[config.mk]
export PLATFORM = sky130hd
export DESIGN_NAME = lock_sequencer
export DESIGN_NICKNAME = d
export VERILOG_FILES = /design/src/rtl/lock_sequencer.sv
export SDC_FILE = /design/constraint.sdc
export NUM_CORES = 1
export LEC_CHECK = 0
export CAP_MARGIN = 30
export CORE_MARGIN = 5
export CORE_UTILIZATION = 57
export DETAILED_ROUTE_END_ITERATION = 7
export PLACE_DENSITY_LB_ADDON = 0.15
export SETUP_SLACK_MARGIN = 0.05
export SLEW_MARGIN = 20
export SYNTH_ARGS = -nofsm -noshare
export SYNTH_HDL_FRONTEND = slang
export SYNTH_SLANG_ARGS = --single-unit
export TNS_END_PERCENT = 100
[constraint.sdc]
create_clock -name clk -period 4.5 [get_ports clk]
set_input_delay 0.9 -clock clk [delete_from_list [all_inputs] [get_ports clk]]
set_output_delay 0.9 -clock clk [all_outputs]
set_load 0.05 [all_outputs]
[src/rtl/lock_sequencer.sv]
// lock_sequencer: keypad code-entry sequencer.
// Edge-detects debounced buttons, forwards one digit strobe per press to the
// code-entry block, evaluates its match flag after SIZE digits, and then grants
// a timed unlock or counts consecutive failures toward a timed lockout.
// Optional build macro: ENTRY_TIMEOUT_EN aborts a stalled entry after
// TIMEOUT_CYC idle cycles. When it is undefined, ENTRY waits indefinitely.
module lock_sequencer #(
  parameter int SIZE        = 6,
  parameter int MAX_TRIES   = 3,
  parameter int LOCKOUT_CYC = 1000,
  parameter int UNLOCK_CYC  = 5000,
  parameter int TIMEOUT_CYC = 2000
) (
  input  logic       clk,
  input  logic       rst_n,
  input  logic [8:0] btns,
  input  logic       correct,
  output logic [8:0] key_evt,
  output logic       entry_clr,
  output logic       unlocked,
  output logic       lockout,
  output logic [1:0] fail_cnt,
  output logic [2:0] state
);

  typedef enum logic [2:0] {
    IDLE     = 3'd0,
    ENTRY    = 3'd1,
    CHECK    = 3'd2,
    UNLOCKED = 3'd3,
    LOCKOUT  = 3'd4
  } state_t;

  // One timer is shared by UNLOCKED, LOCKOUT and (optionally) ENTRY idle tracking.
  localparam int TMAX_A = (UNLOCK_CYC > LOCKOUT_CYC) ? UNLOCK_CYC : LOCKOUT_CYC;
  localparam int TMAX   = (TMAX_A > TIMEOUT_CYC) ? TMAX_A : TIMEOUT_CYC;
  localparam int TW     = $clog2(TMAX + 1);
  localparam int CW     = $clog2(SIZE + 1);
  localparam int FW     = $clog2(MAX_TRIES + 1);

  state_t          state_q, state_n;
  logic [CW-1:0]   cnt_q, cnt_n;
  logic [TW-1:0]   timer_q, timer_n;
  logic [FW-1:0]   fail_q, fail_n;
  logic [8:0]      btns_q;
  logic [8:0]      key_q, key_n;
  logic            clr_q, clr_n;

  logic [8:0]      rise;
  logic [5:0]      digit_oh;
  logic            dig_any;
  logic            abort;
  logic            unused_rise;

  // Rising edges only. A held button yields a single event.
  assign rise        = btns & ~btns_q;
  // Isolate the lowest set digit rise so that simultaneous digits resolve to the lowest index.
  assign digit_oh    = rise[5:0] & (~rise[5:0] + 6'd1);
  assign dig_any     = |rise[5:0];
  assign abort       = rise[7] | rise[6];
  assign unused_rise = rise[8];

  // State, counters and registered output pulses.
  always_ff @(posedge clk or negedge rst_n) begin
    if (!rst_n) begin
      state_q <= IDLE;
      cnt_q   <= '0;
      timer_q <= '0;
      fail_q  <= '0;
      btns_q  <= '0;
      key_q   <= '0;
      clr_q   <= 1'b0;
    end else begin
      state_q <= state_n;
      cnt_q   <= cnt_n;
      timer_q <= timer_n;
      fail_q  <= fail_n;
      btns_q  <= btns;
      key_q   <= key_n;
      clr_q   <= clr_n;
    end
  end

  // Next-state logic. Within a state, lock/clear take priority over digits.
  always_comb begin
    state_n = state_q;
    cnt_n   = cnt_q;
    timer_n = timer_q;
    fail_n  = fail_q;
    key_n   = '0;
    clr_n   = 1'b0;
    case (state_q)
      IDLE: begin
        if (abort) begin
          clr_n = 1'b1;
        end else if (dig_any) begin
          key_n[5:0] = digit_oh;
          cnt_n      = CW'(1);
          timer_n    = '0;
          state_n    = (SIZE == 1) ? CHECK : ENTRY;
        end
      end
      ENTRY: begin
        if (abort) begin
          clr_n   = 1'b1;
          cnt_n   = '0;
          timer_n = '0;
          state_n = IDLE;
        end else if (dig_any) begin
          key_n[5:0] = digit_oh;
          cnt_n      = cnt_q + CW'(1);
          timer_n    = '0;
          if (cnt_q + CW'(1) == CW'(SIZE)) state_n = CHECK;
        end
`ifdef ENTRY_TIMEOUT_EN
        else if (timer_q == TW'(TIMEOUT_CYC - 1)) begin
          clr_n   = 1'b1;
          cnt_n   = '0;
          timer_n = '0;
          state_n = IDLE;
        end else begin
          timer_n = timer_q + TW'(1);
        end
`endif
      end
      CHECK: begin
        // The code register has absorbed the last digit by now, so correct is valid.
        clr_n   = 1'b1;
        cnt_n   = '0;
        timer_n = '0;
        if (correct) begin
          fail_n  = '0;
          state_n = UNLOCKED;
        end else begin
          fail_n  = fail_q + FW'(1);
          state_n = (fail_q + FW'(1) == FW'(MAX_TRIES)) ? LOCKOUT : IDLE;
        end
      end
      UNLOCKED: begin
        if (rise[7] || timer_q == TW'(UNLOCK_CYC - 1)) begin
          clr_n   = 1'b1;
          timer_n = '0;
          state_n = IDLE;
        end else begin
          timer_n = timer_q + TW'(1);
        end
      end
      LOCKOUT: begin
        if (timer_q == TW'(LOCKOUT_CYC - 1)) begin
          fail_n  = '0;
          timer_n = '0;
          state_n = IDLE;
        end else begin
          timer_n = timer_q + TW'(1);
        end
      end
      default: begin
        cnt_n   = '0;
        timer_n = '0;
        state_n = IDLE;
      end
    endcase
  end

  assign key_evt   = key_q;
  assign entry_clr = clr_q;
  assign unlocked  = (state_q == UNLOCKED);
  assign lockout   = (state_q == LOCKOUT);
  assign fail_cnt  = 2'(fail_q);
  assign state     = state_q;

endmodule

==> qor.yml, run 1 <==
clock_network:
  cts_root_buffer: "clkbuf_4"
  cts_setup_buffers: 0
  cts_tree: "built"
  cts_buffer_depth: 2
  clk_latency_ns: 0.34
  htree_levels: 2
  clock-sinks: 36
  numCtsBuffers: 5
  path_clk_slew_ns: 0.12
  cts_hold_buf: 0
  ctsResizeCount: 0
drt:
  ant_nets: 0
  drc: 0
  dr.pass1.iters: 7
  drt_iter0_drc: 92
  wl_per_cell_um: 15.71
  via_per_inst: 6.019
  finalWirelength_mm: 4.163
  vias: 1595
flow_run:
  maxCapViolCount: 0
layout:
  final_util: 0.6834
  areaGrowthSynthToFinish_pct: 17.56
  finish.net_count: 234
  multi_input_area_um2: 920.9
  antennaDiodeCount: 0
  regArea_um2: 900.9
  n_fill_cell: 272
  drive_gt1_frac: 0.1233
setup_path:
  crit_path_max_incr_delay_ns: 0.83
  cp_slowest_cell: "clkdlybuf4s50_1"
  cp_max_fo: 16
  path_buf_inv: 1
  end_kind: "output port"
  cp-start-kind: "flip-flop"
  crit_family: "buffers and inverters"
  cp.arrival_ns: 2.30
  worstSetupPathType: "reg2out"
  cp.required_ns: 3.60
  path_cells: "nor2_1 -> and2_2 -> clkdlybuf4s50_1"
grt:
  antenna_found_initial: 0
  grt_max_degree: 37
  grt_pass1_vias: 1574
  gr-usage-all-layers: 0.2091
  grt_overflow_total: 0
  grt_pass1_wl_mm: 7.203
logic_synthesis:
  yosysTopAreaCell: "dfrtp_1"
  yosys_warnings: 0
  synthArstFlopShare: 1.000
  yosys_register_bits: 36
  synth_top_area_frac: 0.4718
  ys_seq_area_frac: 0.4718
  yosysMostFrequentCell: "dfrtp_1"
  yosys.cell_types.count: 56
  synthCells: 192
  synth_edf_count: 0
  syn_avg_cell_area_um2: 9.944
  ys_top_cells_by_count: "dfrtp_1, nor2_1, nand2_1, a31oi_1"
  synth_flop_cell: "dfrtp_1"
  yosys-top-cells-area: "dfrtp_1, a31oi_1, nor2_1, nand2_1, ha_1"
  mappedNetlistArea_mm2: 0.001909
timing:
  timing.final.crit_period_ns: 3.200
  finalClockSkew_ns: 0.004973
  relSlewSlack: 0.5642
  finalMaxSlewViolations: 0
  setup_tns_ns: 0
  worst_slew_pin_slew_ns: 0.6537
  hold_viol: 0
  period_share: 0.7111
  setup_violations: 0
  clock.fmax_mhz: 312.5
  grt_setup_unrepaired: "no"
power:
  max-vdd-ir-drop_mv: 0.3263
  total_leakage_power_nw: 0.9224
  power_density_mw_per_mm2: 499.2
placed_design:
  gp_congestion: 0.8465
  port_buffers: 24
  dp.final_hpwl_mm: 2.894
floorplan:
  pin_count: 29
  coreArea_mm2: 0.003284
  rows: 21
  die-area_mm2: 0.004607
  die_x_um: 67.88
  fp.dieH_um: 67.88
  start_util: 0.5813
status:
  status: "complete, no violations"
hold_path:
  hold_path_class: "reg2reg"
==> cells by family (layout without fill, tap and decap cells) <==
logic type | after synthesis | count (layout) | synth area share
XOR/XNOR | 1 | 1 | 0.004588
flip-flops | 36 | 36 | 0.4718
other | 1 | 3 | 0.001964
buffers and inverters | 17 | 42 | 0.04980
AND/OR/NAND/NOR | 80 | 80 | 0.2444
adder cells (fa/ha/maj) | 4 | 4 | 0.02621
AO/OA/AOI/OAI | 51 | 51 | 0.1874
multiplexers | 2 | 2 | 0.01376
==> sequential cells by signal, indices dropped and copies added (netlist names) <==
name / flops
state: 3
timer_q: 13
fail_cnt: 2
key_evt: 6
cnt_q: 3
btns_q: 8
entry_clr: 1
==> final cells by class <==
class | count | area share
multi-input cells | 141 | 0.4103
clock buffers | 5 | 0.01672
well taps | 46 | 0.02564
inverters | 8 | 0.01338
flip-flops and latches | 36 | 0.4013
repair buffers | 26 | 0.1137
clock inverters | 3 | 0.01895
==> layer usage <==
metal  vias to the layer above  wire length (µm)  GRT usage
li1                        756                 -          -
met5                         -                 0          0
met3                         4               207    0.05747
met2                        49              2046     0.3439
met1                       786              1873     0.2634
met4                         0                36    0.07692
==> cells in the final DEF, fill, tap and decap left out, types with 3 or more instances in the layout <==
cell type | Yosys | routed
a21oi_1 | 6 | 6
a31oi_1 | 12 | 12
a41oi_1 | 3 | 3
and3_1 | 3 | 3
clkbuf_4 | 0 | 5
clkdlybuf4s50_1 | 0 | 24
conb_1 | 1 | 3
dfrtp_1 | 36 | 36
ha_1 | 4 | 4
inv_1 | 8 | 8
nand2_1 | 14 | 14
nand2b_1 | 7 | 7
nand3_1 | 7 | 7
nand4_1 | 4 | 4
nor2_1 | 15 | 15
nor2b_1 | 3 | 3
nor3_1 | 6 | 6
o211ai_1 | 3 | 3
o21ai_0 | 8 | 8
o31ai_1 | 3 | 3
==> where the power goes <==
group / switching (mW) / internal [mW] / total, mW
combinational: 0.273 / 0.173 / 0.447
sequential: 0.0740 / 0.370 / 0.444
clock: 0.114 / 0.116 / 0.230
==> worst paths after layout <==
path	from	endpoint	slack [ns]	depth (start not counted)
min	timer_q[9]	timer_q[9]	0.53	1
max in group asynchronous	rst_n	timer_q[10]	3.22	2
max	state[0]	lockout	1.30	3
max reg2reg	state[0]	timer_q[11]	2.26	5
min reg2reg	timer_q[9]	timer_q[9]	0.53	1
min in group asynchronous	rst_n	btns_q[5]	0.96	2
==> through the flow <==
| step | power (mW) | hold slack, ns | cells | instance area (µm²) | setup WS, ns |
|---|---|---|---|---|---|
| 2_1_floorplan | 0.7696 | 0.4581 | 194 | 1917 | 2.175 |
| 3_3_place_gp | 0.8726 | 0.4912 | 257 | 2165 | 1.606 |
| 3_5_place_dp | 0.8920 | 0.5050 | 257 | 2165 | 1.552 |
| 4_1_cts | 1.127 | 0.5218 | 265 | 2245 | 1.314 |
| 5_1_grt | 1.189 | 0.5463 | 265 | 2245 | 1.210 |
| 6_report | 1.120 | 0.5253 | 265 | 2245 | 1.300 |
(Power assumes the default switching activity.)
==> inputs of run 2 (changes only) <==
--- a/config.mk
+++ b/config.mk
@@ -7,7 +7,7 @@
 export LEC_CHECK = 0
 export CAP_MARGIN = 30
 export CORE_MARGIN = 5
-export CORE_UTILIZATION = 57
+export CORE_UTILIZATION = 53
 export DETAILED_ROUTE_END_ITERATION = 7
 export PLACE_DENSITY_LB_ADDON = 0.15
 export SETUP_SLACK_MARGIN = 0.05
==> constraint.sdc (replaced) <==
create_clock -name clk -period 3.29 [get_ports clk]
set_input_delay 0.658 -clock clk [delete_from_list [all_inputs] [get_ports clk]]
set_output_delay 0.658 -clock clk [all_outputs]
set_load 0.05 [all_outputs]
==> qor.yml, run 2 (synthesis gave the netlist of run 1 again) <==
timing:
  worst_slew_pin_slew_ns: 0.6475
  timing.final.crit_period_ns: 2.913
  finalMaxSlewViolations: 0
  setup_violations: 0
  holdWs_ns: 0.5238
  hold_viol: 0
  final.setup.worst_slack_ns: 0.3766
  grt_setup_unrepaired: "no"
  clock.fmax_mhz: 343.2
  relSlewSlack: 0.5684
  setup_tns_ns: 0
  finalClockSkew_ns: 0.006181
  period_share: 0.8855
power:
  p_total_mw: 1.461
  total_leakage_power_nw: 0.9192
  power_density_mw_per_mm2: 656.4
  max-vdd-ir-drop_mv: 0.4071
setup_path:
  r2r-start: "state[0]"
  crit_path_max_incr_delay_ns: 0.82
  crit_family: "buffers and inverters"
  cp_slowest_cell: "clkdlybuf4s50_1"
  crit_start: "state[0]"
  cp.arrival_ns: 2.26
  cp_max_fo: 16
  r2r_slack_ns: 1.05
  path_buf_inv: 1
  cp.depth: 3
  cp-start-kind: "flip-flop"
  reg2reg_to: "timer_q[5]"
  end_kind: "output port"
  path_cells: "nor2_1 -> and2_2 -> clkdlybuf4s50_1"
  worstSetupPathType: "reg2out"
  r2r_cells: 5
  cp.required_ns: 2.63
floorplan:
  coreArea_mm2: 0.003416
  die_x_um: 70.02
  die-area_mm2: 0.004903
  start_util: 0.5590
  rows: 21
  fp.dieH_um: 70.02
  pin_count: 29
hold_path:
  whs_path_depth: 1
  hp-start: "timer_q[9]"
  min_to: "timer_q[9]"
  hold_path_class: "reg2reg"
drt:
  via_per_inst: 5.826
  finalWirelength_mm: 4.092
  dr.pass1.iters: 4
  vias: 1544
  drc: 0
  ant_nets: 0
  wl_per_cell_um: 15.44
  drt_iter0_drc: 120
layout:
  drive_gt1_frac: 0.1233
  finish.net_count: 234
  max_flop_register: "timer_q"
  largest_reg_flops: 13
  antennaDiodeCount: 0
  mostFrequentLayoutCells: "dfrtp_1, clkdlybuf4s50_1, nor2_1"
  areaGrowthSynthToFinish_pct: 16.58
  final_util: 0.6516
  final_common_cell: "dfrtp_1"
grt:
  grt_pass1_vias: 1621
  use_met3: 0.05452
  grtUsageMet1: 0.2500
  gr-usage-all-layers: 0.1827
  grt_pass1_wl_mm: 7.452
  grt_most_used_layer: "met2"
  grtUsageMet2: 0.2844
  grt_overflow_total: 0
  antenna_found_initial: 0
  grt_max_degree: 37
placed_design:
  dp.final_hpwl_mm: 2.904
  port_buffers: 24
  gp_congestion: 0.8555
  dp_slack_ns: 0.5954
clock_network:
  cts_buffer_depth: 2
  cts_hold_buf: 0
  clk_latency_ns: 0.33
  cts_tree: "built"
  cts_root_buffer: "clkbuf_4"
  ctsResizeCount: 0
  clock-sinks: 36
  cts_setup_buffers: 0
  path_clk_slew_ns: 0.11
  htree_levels: 2
  numCtsBuffers: 5
status:
  status: "complete, no violations"
flow_run:
  maxCapViolCount: 0
==> run 2: final cells by class <==
class | instances | area, µm²
tap | 46 | 57.56
inverter | 8 | 30.03
clock buffer | 6 | 51.30
multi-input combinational | 141 | 920.9
clock inverter | 2 | 10.01
timing repair buffer | 26 | 255.2
sequential | 36 | 900.9
fill | 283 | 1190
==> run 2: where the power goes <==
part | internal, mW | switching (mW) | total, mW
clock | 0.102 | 0.145 | 0.247
combinational | 0.237 | 0.373 | 0.610
sequential | 0.507 | 0.0969 | 0.603
==> run 2: how the worst max path moves through the flow <==
stage                 end  slack (ns)
5_1_grt           lockout        0.18
3_3_place_gp   timer_q[3]        0.63
3_5_place_dp   timer_q[3]        0.60
4_1_cts           lockout        0.37
2_1_floorplan    unlocked        1.21
6_report          lockout        0.38
==> run 2: through the flow <==
stage	cells	instance area [µm²]
floorplan	194	1917
global placement	257	2165
detailed placement	257	2165
CTS	265	2226
global route	265	2226
finish	265	2226
==> run 2: worst register-to-register path: cells and delay by family (launching register included) <==
family / cells / cell delay [ns]
DFF: 1 / 0.65
AOI/OAI and AO/OA: 3 / 1.01
and+or+nand+nor: 2 / 0.52
==> run 2: metal layers <==
| layer | part of all wire | routed length, µm |
|---|---|---|
| met1 | 0.48 | 1947 |
| met2 | 0.47 | 1911 |
| met4 | 0.0093 | 38 |
| met5 | 0 | 0 |
| met3 | 0.047 | 194 |
==> inputs of run 3 (changes only) <==
--- a/config.mk
+++ b/config.mk
@@ -11,7 +11,7 @@
 export DETAILED_ROUTE_END_ITERATION = 7
 export PLACE_DENSITY_LB_ADDON = 0.15
 export SETUP_SLACK_MARGIN = 0.05
-export SLEW_MARGIN = 20
+export SLEW_MARGIN = 0
 export SYNTH_ARGS = -nofsm -noshare
 export SYNTH_HDL_FRONTEND = slang
 export SYNTH_SLANG_ARGS = --single-unit
==> results of run 3 <==
No change in the layout: final DEF, timing and power equal those of run 2.
